## config.mk

```make
export PLATFORM = sky130hd
export DESIGN_NAME = ysyx_220053_lsu
export DESIGN_NICKNAME = d
export VERILOG_FILES = /design/src/rtl/ysyx_220053_lsu_pkg.sv /design/src/rtl/ysyx_220053_lsu_align.sv /design/src/rtl/ysyx_220053_lsu.sv
export SDC_FILE = /design/constraint.sdc
export NUM_CORES = 1
export LEC_CHECK = 0
export ABC_AREA = 1
export BUFFER_PORTS_ARGS = -buffer_cell sky130_fd_sc_hd__buf_2
export CORE_MARGIN = 3
export CORE_UTILIZATION = 35
export CTS_BUF_LIST = sky130_fd_sc_hd__clkbuf_8
export CTS_CLUSTER_DIAMETER = 100
export DETAILED_ROUTE_END_ITERATION = 10
export PLACE_DENSITY = 0.69
export SYNTH_ARGS = -nofsm -noshare
export SYNTH_HDL_FRONTEND = slang
export SYNTH_HIERARCHICAL = 1
export SYNTH_SLANG_ARGS = --single-unit
```

## constraint.sdc

```tcl
create_clock -name clk -period 4.55 [get_ports clk]
set_input_delay 0.91 -clock clk [delete_from_list [all_inputs] [get_ports clk]]
set_output_delay 0.91 -clock clk [all_outputs]
set_load 0.02 [all_outputs]
```

## src/rtl/ysyx_220053_lsu_pkg.sv

```systemverilog
// Shared types and helpers for the ysyx_220053 load/store unit.
// No logic of its own; used by the FSM top and the alignment datapath.
// State encoding, funct3 size codes, byte-mask and alignment helpers.
package ysyx_220053_lsu_pkg;

    typedef enum logic [1:0] {
        IDLE = 2'd0,
        REQ  = 2'd1,
        WAIT = 2'd2,
        RESP = 2'd3
    } state_t;

    localparam logic [2:0] SZ_B  = 3'b000;
    localparam logic [2:0] SZ_H  = 3'b001;
    localparam logic [2:0] SZ_W  = 3'b010;
    localparam logic [2:0] SZ_D  = 3'b011;
    localparam logic [2:0] SZ_BU = 3'b100;
    localparam logic [2:0] SZ_HU = 3'b101;
    localparam logic [2:0] SZ_WU = 3'b110;
    localparam logic [2:0] SZ_ILLEGAL = 3'b111;

    // Byte enables of an access of the given width, before lane shifting.
    function automatic logic [7:0] base_mask(input logic [1:0] size);
        logic [7:0] m;
        case (size)
            2'b00:   m = 8'h01;
            2'b01:   m = 8'h03;
            2'b10:   m = 8'h0F;
            default: m = 8'hFF;
        endcase
        return m;
    endfunction

    // Natural alignment check; the width is carried in size[1:0] for all codes.
    function automatic logic misaligned(input logic [1:0] size, input logic [2:0] off);
        logic bad;
        case (size)
            2'b00:   bad = 1'b0;
            2'b01:   bad = off[0];
            2'b10:   bad = |off[1:0];
            default: bad = |off;
        endcase
        return bad;
    endfunction

endpackage

```

## src/rtl/ysyx_220053_lsu_align.sv

```systemverilog
// Byte-lane steering: store data/mask shift and load extract/extend.
// Purely combinational, zero latency.
// No flow control; the caller qualifies outputs with its own state.
module ysyx_220053_lsu_align
    import ysyx_220053_lsu_pkg::*;
(
    input  logic [2:0]  off,
    input  logic [2:0]  size,
    input  logic [63:0] st_data_in,
    input  logic [63:0] ld_data_in,
    output logic [63:0] st_wdata,
    output logic [7:0]  st_wmask,
    output logic [63:0] ld_data
);

    logic [5:0]  bit_off;
    logic [63:0] ld_shifted;

    assign bit_off    = {off, 3'b000};
    assign st_wdata   = st_data_in << bit_off;
    assign st_wmask   = base_mask(size[1:0]) << off;
    assign ld_shifted = ld_data_in >> bit_off;

    // Pick the addressed bytes from the right-aligned word and extend them.
    always_comb begin
        ld_data = ld_shifted;
        case (size)
            SZ_B:    ld_data = {{56{ld_shifted[7]}},  ld_shifted[7:0]};
            SZ_H:    ld_data = {{48{ld_shifted[15]}}, ld_shifted[15:0]};
            SZ_W:    ld_data = {{32{ld_shifted[31]}}, ld_shifted[31:0]};
            SZ_BU:   ld_data = {56'd0, ld_shifted[7:0]};
            SZ_HU:   ld_data = {48'd0, ld_shifted[15:0]};
            SZ_WU:   ld_data = {32'd0, ld_shifted[31:0]};
            default: ld_data = ld_shifted;
        endcase
    end

endmodule

```

## src/rtl/ysyx_220053_lsu.sv

```systemverilog
// Load/store unit: one data-memory transaction per accepted instruction.
// Latency: 3 cycles minimum (accept, bus request, response); 1 cycle on error.
// Backpressure: req_ready only in IDLE; REQ holds the bus request until mem_req_ready.
module ysyx_220053_lsu
    import ysyx_220053_lsu_pkg::*;
(
    input  logic        clk,
    input  logic        rst_n,
    input  logic        req_valid,
    output logic        req_ready,
    input  logic [63:0] req_addr,
    input  logic        req_wen,
    input  logic [2:0]  req_size,
    input  logic [63:0] req_wdata,
    output logic        resp_valid,
    output logic [63:0] resp_rdata,
    output logic        resp_err,
    output logic        busy,
    output logic        mem_req_valid,
    input  logic        mem_req_ready,
    output logic [63:0] mem_addr,
    output logic        mem_wen,
    output logic [63:0] mem_wdata,
    output logic [7:0]  mem_wmask,
    input  logic        mem_resp_valid,
    input  logic [63:0] mem_rdata
);

    state_t      state_q, state_d;
    logic [63:0] addr_q, addr_d;
    logic        wen_q, wen_d;
    logic [2:0]  size_q, size_d;
    logic [63:0] wdata_q, wdata_d;
    logic        err_q, err_d;
    logic [63:0] rdata_q, rdata_d;

    logic [63:0] st_wdata;
    logic [7:0]  st_wmask;
    logic [63:0] ld_data;
    logic        req_bad;

    ysyx_220053_lsu_align u_align (
        .off        (addr_q[2:0]),
        .size       (size_q),
        .st_data_in (wdata_q),
        .ld_data_in (mem_rdata),
        .st_wdata   (st_wdata),
        .st_wmask   (st_wmask),
        .ld_data    (ld_data)
    );

    // Stores only look at size[1:0], so the illegal code exists only for loads.
    assign req_bad = (!req_wen && (req_size == SZ_ILLEGAL))
                   || misaligned(req_size[1:0], req_addr[2:0]);

    // Next-state and capture logic for the four-state transaction FSM.
    always_comb begin
        state_d = state_q;
        addr_d  = addr_q;
        wen_d   = wen_q;
        size_d  = size_q;
        wdata_d = wdata_q;
        err_d   = err_q;
        rdata_d = rdata_q;
        case (state_q)
            IDLE: begin
                if (req_valid) begin
                    addr_d  = req_addr;
                    wen_d   = req_wen;
                    size_d  = req_size;
                    wdata_d = req_wdata;
                    err_d   = req_bad;
                    rdata_d = 64'd0;
                    state_d = req_bad ? RESP : REQ;
                end
            end
            REQ: begin
                // A same-cycle mem_resp_valid is not taken here; data comes in WAIT.
                if (mem_req_ready) state_d = WAIT;
            end
            WAIT: begin
                if (mem_resp_valid) begin
                    rdata_d = wen_q ? 64'd0 : ld_data;
                    state_d = RESP;
                end
            end
            RESP: state_d = IDLE;
            default: state_d = IDLE;
        endcase
    end

    // State and captured-request registers; reset abandons any transaction.
    always_ff @(posedge clk or negedge rst_n) begin
        if (!rst_n) begin
            state_q <= IDLE;
            addr_q  <= 64'd0;
            wen_q   <= 1'b0;
            size_q  <= 3'd0;
            wdata_q <= 64'd0;
            err_q   <= 1'b0;
            rdata_q <= 64'd0;
        end else begin
            state_q <= state_d;
            addr_q  <= addr_d;
            wen_q   <= wen_d;
            size_q  <= size_d;
            wdata_q <= wdata_d;
            err_q   <= err_d;
            rdata_q <= rdata_d;
        end
    end

    // Bus outputs come only from registers and state, never from req_*.
    assign req_ready     = (state_q == IDLE);
    assign busy          = (state_q != IDLE);
    assign mem_req_valid = (state_q == REQ);
    assign mem_addr      = {addr_q[63:3], 3'b000};
    assign mem_wen       = wen_q;
    assign mem_wdata     = st_wdata;
    assign mem_wmask     = wen_q ? st_wmask : 8'h00;
    assign resp_valid    = (state_q == RESP);
    assign resp_err      = resp_valid & err_q;
    assign resp_rdata    = rdata_q;

endmodule

```

==> results_dict.tcl <==
set metrics [dict create \
    final_common_cell "nand2_1" \
    worst_slew_pin_slew_ns 0.932 \
    place_congestion 0.934 \
    yosysUniqueCellTypes 38 \
    crit_type "reg -> out" \
    grt_pass1_vias 11700 \
    nets 2008 \
    cts_tree "built" \
    final_area_um2 14900 \
    ant_nets 0 \
    synth_edf_count 0 \
    rows 69 \
    p_leak_nw 7.76 \
    crit_arrival_ns 2.78 \
    p_comb_share_pct 65.6 \
    synth_seq_cells 199 \
    synth.avg_cell_area_um2 8.34 \
    crit_fanout 61 \
    globalRouteTotalUtil_pct 22.3 \
    cts_resized 0 \
    cts_setup_buffers 0 \
    finalHoldViolCount 0 \
    grt_pass1_wl_mm 67.3 \
    dieArea_um2 39100 \
    drive_gt1_share_pct 37.0 \
    min_path_type "in -> async" \
    coreArea_um2 35900 \
    power_density_nw_per_um2 868 \
    antenna_found_initial 7 \
    dp_hpwl_mm 33.6 \
    most-common-layout-cells "nand2_1 (407), buf_2 (402), dfrtp_1 (196)" \
    die_w_um 198 \
    clockRootBuffer "clkbuf_8" \
    drt_iter0_drc 983 \
    fin_skew_ns 0.0141 \
    rsz0062_at_grt "false" \
    end_kind "output port" \
    grt_max_degree 129 \
    start_kind "flop" \
    drv_cap 0 \
    ir_worst_vdd_mv 0.537 \
    cts_buffers 17 \
    tns_ns 0 \
    syn_area_um2 12900 \
    clk_latency_ns 0.51 \
    relSlewSlack_pct 37.8 \
    layout-area-overhead-vs-synth_pct 15.8 \
    finalSetupViolCount 0 \
    grt_remaining_overflow 0 \
    postCtsHoldBufs 0 \
    ios 407 \
    postPlaceCellArea_um2 14500 \
    start_util_pct 35.8 \
    holdWs_ns 0.492 \
    drt-total-wl_mm 44.7 \
    syn_inst 1543 \
    p_sw_share_pct 54.7 \
    switchingPower_mw 7.07 \
    finalCritPeriodShare_pct 81.0 \
    pwr-share-clk_pct 9.2 \
    fillers 3719 \
    max_freq_ghz 0.271 \
    viasPerCell 5.19 \
    fp.dieH_um 198 \
    ys_seq_area_share_pct 38.7 \
    fin_util_pct 41.5 \
    clock_path_buffers 2 \
    drc 0 \
    route.vias.total 11800 \
    drtPass1Iterations 5 \
    synth-warning-count 6 \
    port_buffers 403 \
    p_int_mw 5.86 \
    min_period_ns 3.69 \
    required_ns 3.64 \
    htree_levels 4 \
    seqPwrFrac_pct 25.2 \
    maxSlewViolCount 0 \
    clk_pin_slew_ns 0.11 \
    clkSinkCount 199 \
    synth_ff_type "dfrtp_1" \
    status "finished, final reports clean" \
    synthArstFlopShare_pct 100 \
    wire_per_inst_um 19.6 \
]
-- synth_stat cells (3+ instances only) --
cell type  instances  share of area (%)
mux2_2           127                 11
nand2_1          408                 12
o21ai_0           77                3.0
or2_1              3               0.15
ha_1               5               0.49
nand4_1           24                1.2
nor2_1            54                1.6
inv_1            136                4.0
nand3_1          120                4.7
a21oi_1           16               0.62
buf_6             17                1.5
buf_1             16               0.47
dfrtp_1          199                 39
nand3_2            3               0.23
o21ai_2            4               0.27
o211ai_1          16               0.93
buf_4             76                4.4
o31ai_2           60                5.8
o21ai_1           42                1.6
clkbuf_1          26               0.76
o22ai_1            9               0.44
mux2i_1           27                2.1
o31ai_1            4               0.23
nand4_2            8               0.78
nand2_2            5               0.24
buf_2             44                1.7
-- worst max-delay path: stages (launching register included) --
cell and delay [ns]:
dfrtp_4 0.55, buf_4 0.60, o21ai_0 0.41, o21ai_1 0.36, o21ai_1 0.11, buf_2 0.19
-- metal layers --
| layer | wire length (um) | share of wire, % | global-route usage (%) |
|---|---|---|---|
| met1 | 17400 | 39 | 27.2 |
| met2 | 22000 | 49 | 37.9 |
| met3 | 3350 | 7.5 | 4.92 |
| met4 | 1810 | 4.0 | 9.80 |
| met5 | 64 | 0.14 | 0 |
-- power by group through the flow --
stage	clock network (mW)	logic, mW	registers [mW]
3_3_place_gp	0	8.40	3.28
6_report	1.18	8.48	3.26
4_1_cts	1.23	8.50	3.27
2_1_floorplan	0	6.29	3.38
5_1_grt	1.28	9.25	3.38
3_5_place_dp	0	8.47	3.30
-- sequential cells by signal, summed over array words and instances, names as in the netlist --
signal	count
addr_q	64
err_q	1
mem_wen	1
resp_rdata	64
size_q	3
state_q	2
wdata_q	64
-- cell type report --
| class | count | area, um^2 | area share, % |
|---|---|---|---|
| clock buffers | 18 | 248 | 1.66 |
| well taps | 461 | 577 | 3.87 |
| multi-input cells | 1026 | 6220 | 41.8 |
| diodes | 2 | 5.00 | 0.0336 |
| clock inverters | 13 | 136 | 0.916 |
| inverters | 139 | 527 | 3.54 |
| repair buffers | 419 | 2200 | 14.7 |
| flip-flops and latches | 199 | 4990 | 33.5 |
-- per-stage QoR --
step	total power, mW	worst slack, ns	std cells
after floorplan	9.66	2.02	1545
after detailed placement	11.8	1.39	2244
after CTS	13.0	0.856	2275
after global placement	11.7	1.45	2244
after global routing	13.9	0.692	2277
final	12.9	0.865	2277
-- final timing paths --
kind                                startpoint             end  slack, ns  cells after the start
worst min register to register  resp_rdata[59]  resp_rdata[59]       0.49                      2
worst max-delay path                 addr_q[0]   mem_wdata[56]       0.86                      5
max in group asynchronous                rst_n      addr_q[21]       3.17                      2
worst min-delay path                     rst_n   resp_rdata[3]       0.49                      1
min in group clk                resp_rdata[59]  resp_rdata[59]       0.49                      2
worst max register to register       addr_q[1]  resp_rdata[21]       1.33                     10
-- cell families after synthesis --
| group | after synthesis | synth area share, % |
|---|---|---|
| other cells | 1 | 0.0292 |
| simple gates | 633 | 21.2 |
| buf+inv | 320 | 13.2 |
| flops | 199 | 38.7 |
| compound gates | 231 | 13.2 |
| mux | 154 | 13.2 |
| fa+ha+maj | 5 | 0.486 |
No activity file was read; power rests on OpenSTA's default activity.
